File: src/rtl/puf_ctrl_pkg.sv
// Shared types and widths for the PUF key sequencer.
package puf_ctrl_pkg;

    localparam int unsigned PUF_WIDTH   = 64;
    localparam int unsigned CHAL_WIDTH  = 2;
    localparam int unsigned SYNC_STAGES = 2;

    typedef enum logic [2:0] {
        IDLE   = 3'd0,
        SETTLE = 3'd1,
        SAMPLE = 3'd2,
        GAP    = 3'd3,
        DONE   = 3'd4
    } state_t;

endpackage : puf_ctrl_pkg

File: src/rtl/puf_bit_voter.sv
// One PUF bit: synchroniser, vote counter, majority / unanimity decode.
module puf_bit_voter
    import puf_ctrl_pkg::*;
#(
    parameter int unsigned NUM_SAMPLES = 5
) (
    input  logic clk,
    input  logic rst_n,
    input  logic raw,
    input  logic clr,
    input  logic sample,
    output logic majority_c,
    output logic unstable_c
);

    localparam int unsigned VOTE_W = $clog2(NUM_SAMPLES + 1);

    logic [SYNC_STAGES-1:0] sync_q;
    logic [VOTE_W-1:0]      votes_q;
    logic                   synced;

    assign synced = sync_q[SYNC_STAGES-1];

    // Shift the asynchronous raw bit through the synchroniser chain.
    always_ff @(posedge clk or negedge rst_n) begin
        if (!rst_n) begin
            sync_q <= '0;
        end else begin
            sync_q <= {sync_q[SYNC_STAGES-2:0], raw};
        end
    end

    // Count synchronised ones on each sample strobe; clear on a new request.
    always_ff @(posedge clk or negedge rst_n) begin
        if (!rst_n) begin
            votes_q <= '0;
        end else if (clr) begin
            votes_q <= '0;
        end else if (sample && synced) begin
            votes_q <= votes_q + VOTE_W'(1);
        end
    end

    assign majority_c = (votes_q > VOTE_W'(NUM_SAMPLES / 2));
    assign unstable_c = (votes_q != '0) && (votes_q != VOTE_W'(NUM_SAMPLES));

endmodule : puf_bit_voter

File: src/rtl/puf_key_ctrl.sv
// Sequences one PUF challenge: settle, repeated sampling, majority vote into a key.
module puf_key_ctrl
    import puf_ctrl_pkg::*;
#(
    parameter int unsigned SETTLE_CYCLES = 16,
    parameter int unsigned NUM_SAMPLES   = 5,
    parameter int unsigned SAMPLE_GAP    = 3
) (
    input  logic                  clk,
    input  logic                  rst_n,
    input  logic                  start,
    input  logic                  abort,
    input  logic [CHAL_WIDTH-1:0] challenge,
    output logic                  busy,
    output logic                  key_valid,
    output logic [PUF_WIDTH-1:0]  key,
    output logic [PUF_WIDTH-1:0]  unstable_mask,
    output logic                  puf_enable,
    output logic [CHAL_WIDTH-1:0] puf_control,
    input  logic [PUF_WIDTH-1:0]  puf_response
);

    // One timer serves both the settle and the gap phases.
    localparam int unsigned TMR_MAX  = (SETTLE_CYCLES > SAMPLE_GAP) ? SETTLE_CYCLES : SAMPLE_GAP;
    localparam int unsigned TMR_W    = $clog2(TMR_MAX + 1);
    localparam int unsigned SMP_W    = $clog2(NUM_SAMPLES + 1);
    localparam int unsigned GAP_LAST = (SAMPLE_GAP > 0) ? (SAMPLE_GAP - 1) : 0;

    state_t                 state_q, state_d;
    logic [TMR_W-1:0]       tmr_q, tmr_d;
    logic [SMP_W-1:0]       smp_q, smp_d;
    logic                   busy_d, key_valid_d, puf_enable_d;
    logic [PUF_WIDTH-1:0]   key_d, unstable_mask_d;
    logic [CHAL_WIDTH-1:0]  puf_control_d;
    logic                   vote_clr_c, vote_smp_c;
    logic [PUF_WIDTH-1:0]   majority_c, unstable_c;

    // Per-bit synchroniser and voter.
    for (genvar i = 0; i < int'(PUF_WIDTH); i++) begin : g_bit
        puf_bit_voter #(
            .NUM_SAMPLES (NUM_SAMPLES)
        ) u_voter (
            .clk        (clk),
            .rst_n      (rst_n),
            .raw        (puf_response[i]),
            .clr        (vote_clr_c),
            .sample     (vote_smp_c),
            .majority_c (majority_c[i]),
            .unstable_c (unstable_c[i])
        );
    end

    // State, counters and output registers.
    always_ff @(posedge clk or negedge rst_n) begin
        if (!rst_n) begin
            state_q       <= IDLE;
            tmr_q         <= '0;
            smp_q         <= '0;
            busy          <= 1'b0;
            key_valid     <= 1'b0;
            key           <= '0;
            unstable_mask <= '0;
            puf_enable    <= 1'b0;
            puf_control   <= '0;
        end else begin
            state_q       <= state_d;
            tmr_q         <= tmr_d;
            smp_q         <= smp_d;
            busy          <= busy_d;
            key_valid     <= key_valid_d;
            key           <= key_d;
            unstable_mask <= unstable_mask_d;
            puf_enable    <= puf_enable_d;
            puf_control   <= puf_control_d;
        end
    end

    // Next-state and next-output decode.
    always_comb begin
        state_d         = state_q;
        tmr_d           = tmr_q;
        smp_d           = smp_q;
        busy_d          = busy;
        key_valid_d     = key_valid;
        key_d           = key;
        unstable_mask_d = unstable_mask;
        puf_enable_d    = puf_enable;
        puf_control_d   = puf_control;
        vote_clr_c      = 1'b0;
        vote_smp_c      = 1'b0;

        unique case (state_q)
            IDLE: begin
                if (abort) begin
                    key_valid_d     = 1'b0;
                    key_d           = '0;
                    unstable_mask_d = '0;
                end else if (start) begin
                    puf_control_d   = challenge;
                    puf_enable_d    = 1'b1;
                    busy_d          = 1'b1;
                    key_valid_d     = 1'b0;
                    key_d           = '0;
                    unstable_mask_d = '0;
                    vote_clr_c      = 1'b1;
                    tmr_d           = '0;
                    smp_d           = '0;
                    state_d         = SETTLE;
                end
            end
            SETTLE: begin
                if (tmr_q == TMR_W'(SETTLE_CYCLES - 1)) begin
                    tmr_d   = '0;
                    state_d = SAMPLE;
                end else begin
                    tmr_d = tmr_q + TMR_W'(1);
                end
            end
            SAMPLE: begin
                vote_smp_c = 1'b1;
                smp_d      = smp_q + SMP_W'(1);
                tmr_d      = '0;
                if (SAMPLE_GAP != 0) begin
                    state_d = GAP;
                end else if (smp_q == SMP_W'(NUM_SAMPLES - 1)) begin
                    state_d = DONE;
                end
            end
            GAP: begin
                if (tmr_q == TMR_W'(GAP_LAST)) begin
                    tmr_d   = '0;
                    state_d = (smp_q == SMP_W'(NUM_SAMPLES)) ? DONE : SAMPLE;
                end else begin
                    tmr_d = tmr_q + TMR_W'(1);
                end
            end
            DONE: begin
                key_d           = majority_c;
                unstable_mask_d = unstable_c;
                key_valid_d     = 1'b1;
                puf_enable_d    = 1'b0;
                busy_d          = 1'b0;
                state_d         = IDLE;
            end
            default: begin
                state_d = IDLE;
            end
        endcase

        // Cancel an in-flight request; nothing partial is exposed.
        if ((state_q != IDLE) && abort) begin
            state_d         = IDLE;
            puf_enable_d    = 1'b0;
            busy_d          = 1'b0;
            key_valid_d     = 1'b0;
            key_d           = '0;
            unstable_mask_d = '0;
            vote_smp_c      = 1'b0;
        end
    end

endmodule : puf_key_ctrl

File: config.mk
export PLATFORM = sky130hd
export DESIGN_NAME = puf_key_ctrl
export DESIGN_NICKNAME = d
export VERILOG_FILES = /design/src/rtl/puf_ctrl_pkg.sv /design/src/rtl/puf_bit_voter.sv /design/src/rtl/puf_key_ctrl.sv
export SDC_FILE = /design/constraint.sdc
export NUM_CORES = 1
export LEC_CHECK = 0
export ABC_CLOCK_PERIOD_IN_PS = 1900
export CORE_ASPECT_RATIO = 1.25
export CORE_MARGIN = 5
export CORE_UTILIZATION = 28
export DETAILED_ROUTE_END_ITERATION = 7
export PLACE_DENSITY = 0.42
export SYNTH_ARGS = -nofsm -noshare
export SYNTH_HDL_FRONTEND = slang
export SYNTH_SLANG_ARGS = --single-unit
File: constraint.sdc
create_clock -name clk -period 1.9 [get_ports clk]
set_input_delay 0.19 -clock clk [delete_from_list [all_inputs] [get_ports clk]]
set_output_delay 0.19 -clock clk [all_outputs]
set_load 0.02 [all_outputs]
==> metrics <==
status finished, final reports clean; final net count 2424; DRT antenna net count 0; TritonCTS clock tree done; Max-Cap Viols 0; drt first pass iters 6; mux cell area share after synthesis around 4.2%; CP delay by family, top buffers and inverters; H-tree depth 2; count leader, synth dfrtp_1; main combinational cell family by area after synthesis adder cells; post-CTS setup buffers 0; adder-cell share of the synthesized area 15.5%; CTS root buffer clkbuf_16; Hold WS around 54 ps; Final Skew roughly 11 ps; Hold Vio Cnt, Final 0; CTS buffer count 54; Bufs on Longest Clock Path 3; Critical Path AT 1620 ps; cell area after placement 25000 um^2; dpl ws -185 ps; antenna diode count 0; share of layout cells above drive strength 1 7.81%; Initial Util 28.2%; slack of the critical path about 85 ps; Yosys cell types 31; FF+latch count, synth 463; Worst-Skew Late Latency 600 ps; dominant synthesized flop cell dfrtp_1; CP required 1710 ps; synthesized area per cell between 10 and 15 um^2; pin count of the biggest net entering global routing 49; reg2reg end state_q[1]; gr ovfl total 0; crit path launch type register; fin area 27300 um^2; CP Max Fanout 2; Worst R2R Setup Slack 150 ps; clock sink count 463; Top Ports 203; initial antenna violation count 0; Area Overhead vs Synth 29.2%; WL final 50400 um; vias in the first global route 14700; Worst Setup SP key[32]; P_leak about 13 nW; fmax approximately 550 MHz; Ys Warns 0; worst vdd ir roughly 0.00063 V; Reg clk slew, reported paths roughly 60 ps; core footprint 74800 um^2; Syn Inst Count 1798; DR iter-0 viols 506; post-synthesis instance area 21100 um^2; RSZ-0062 raised after global routing no; WP depth 1; die height 317 um; Placer Congestion 0.721; CP Buf/Inv Count 1; DRC 0; sequential element share of the synthesized area 54.8%; crit path to key[32]; critical path class reg -> out; Total GRT Usage 12.4%; Vias/cell roughly 4.4; R2R Path Start tmr_q[0]; compound-gate portion of the synthesized area approximately 11%; simple-gate portion of the synthesized area 8.37%; Slew Viols, Final 0; Pwr Density 982 nW/um^2; Die X-Extent 256 um; worst relative slew slack 59.0%; crit path cell chain clkdlybuf4s50_1; PortBufs around 200; post-synth top area share 54.8%; syn nets roughly 2100; DP HPWL 35100 um; final setup fails 0; routed vias about 14000; crit-path max cell delay 670 ps; Async S/R FF share, synth 100%; first-pass GRT wire length between 80000 and 90000 um; final period utilization between 90% and 100%; XOR/XNOR Fraction of Synth Area under 10%; fin crit period approximately 1800 ps; Worst R2R Path Depth 7; worst-margin pin slew around 610 ps; routed length per instance 16.2 um; largest cells by area after synthesis dfrtp_1 55%, ha_1 16%, a22o_1 5.4%, nand3_1 4.4%, mux2i_1 4.2%; Post-synth EDFFs 0; die area 81100 um^2; Commonest cells post-synth 463 x dfrtp_1, 262 x ha_1, 187 x nand3_1; leading area contributor after synthesis dfrtp_1; FP Rows 112; Worst setup EP type output port; Worst path slowest cell clkdlybuf4s50_1; overall power 0.0268 W; Hold Path Class in -> reg
-- registers in the layout, indices dropped and copies added (netlist names) --
register / cells
state_q: 3
key_valid: 1
g_bit.u_voter.sync_q: 128
smp_q: 3
unstable_mask: 64
key: 64
tmr_q: 5
g_bit.u_voter.votes_q: 192
puf_control: 2
puf_enable: 1
-- cell type report --
cell class / instances / area, um^2
Clock buffer: 82 / 1660
Clock inverter: 20 / 284
Fill cell: 7352 / 47500
Inverter: 136 / 510
Multi-Input combinational cell: 1128 / 8730
Sequential cell: 463 / 11600
Tap cell: 969 / 1210
Timing Repair Buffer: 309 / 3310
-- through the flow --
step	util [%]	cells	TNS, ps
after floorplan	-	1798	0
after global placement	33.4	2967	-16760
after detailed placement	33.4	2967	-18220
after CTS	36.5	3107	0
after global routing	36.5	3107	0
final	36.5	3107	0
-- metal layers --
layer,vias to the layer above,global-route usage (%),share of wire (%)
li1,6741,-,-
met1,6753,15.9,44
met2,216,21.4,49
met3,81,2.51,4.5
met4,0,3.80,2.7
met5,-,0,0
-- what timing repair did --
action / 4_1_cts / 5_1_grt
gates resized for setup: 15 / 2
hold endpoints to repair: 287 / 0
hold buffers: 38 / 0
setup endpoints to repair: 15 / 2
-- how the worst min path moves through the flow --
stage	startpoint	endpoint	slack, ps	cells after the start
4_1_cts	puf_response[9]	g_bit[9].u_voter.sync_q[0]	1	1
3_3_place_gp	rst_n	g_bit[0].u_voter.votes_q[1]	200	1
6_report	puf_response[9]	g_bit[9].u_voter.sync_q[0]	50	1
5_1_grt	puf_response[9]	g_bit[9].u_voter.sync_q[0]	7	1
2_1_floorplan	rst_n	g_bit[0].u_voter.sync_q[0]	-110	0
3_5_place_dp	rst_n	g_bit[0].u_voter.votes_q[1]	200	1
-- report_power, final --
| group | switching [W] | internal (W) | total [W] |
|---|---|---|---|
| Sequential | 0.000772 | 0.0107 | 0.0114 |
| Clock | 0.00424 | 0.00695 | 0.0112 |
| Combinational | 0.00238 | 0.00180 | 0.00418 |
| Total | 0.00739 | 0.0194 | 0.0268 |
-- layout by cell type (no fill, tap or decap), types with 2 or more instances in the layout --
master           synthesis  layout
nor3_1                   3       3
nor2_1                  50      50
buf_4                    1      37
nand2b_1                 2       2
a21oi_1                 45      44
nand2_1                140     139
o21ai_1                 19      19
ha_1                   262     262
dlygate4sd2_1            0      15
bufinv_16                0       7
dfrtp_1                463     463
clkbuf_8                 0      14
mux2i_1                 88      88
o21ai_0                 71      71
a22o_1                 130     130
clkbuf_1                19      11
buf_12                   0      32
clkinv_2                 0      10
a21o_1                   5       5
xnor2_1                 39      39
inv_1                  136     136
o21bai_1                64      64
clkinvlp_4               0       2
clkbuf_16                0      57
nor4_1                   2       2
nor2b_1                  2       2
dlymetal6s2s_1           0       2
dlygate4sd3_1            0      38
nand3_1                187     187
xor2_1                   9       9
clkdlybuf4s50_1          0     184
-- cells by family after synthesis --
group	Yosys count
DFF	463
and+or+nand+nor	393
AOI/OAI and AO/OA	337
adders and majority gates	262
buffers and inverters	207
muxes	88
xor gates and xnor gates	48
(Power assumes the default switching activity.)
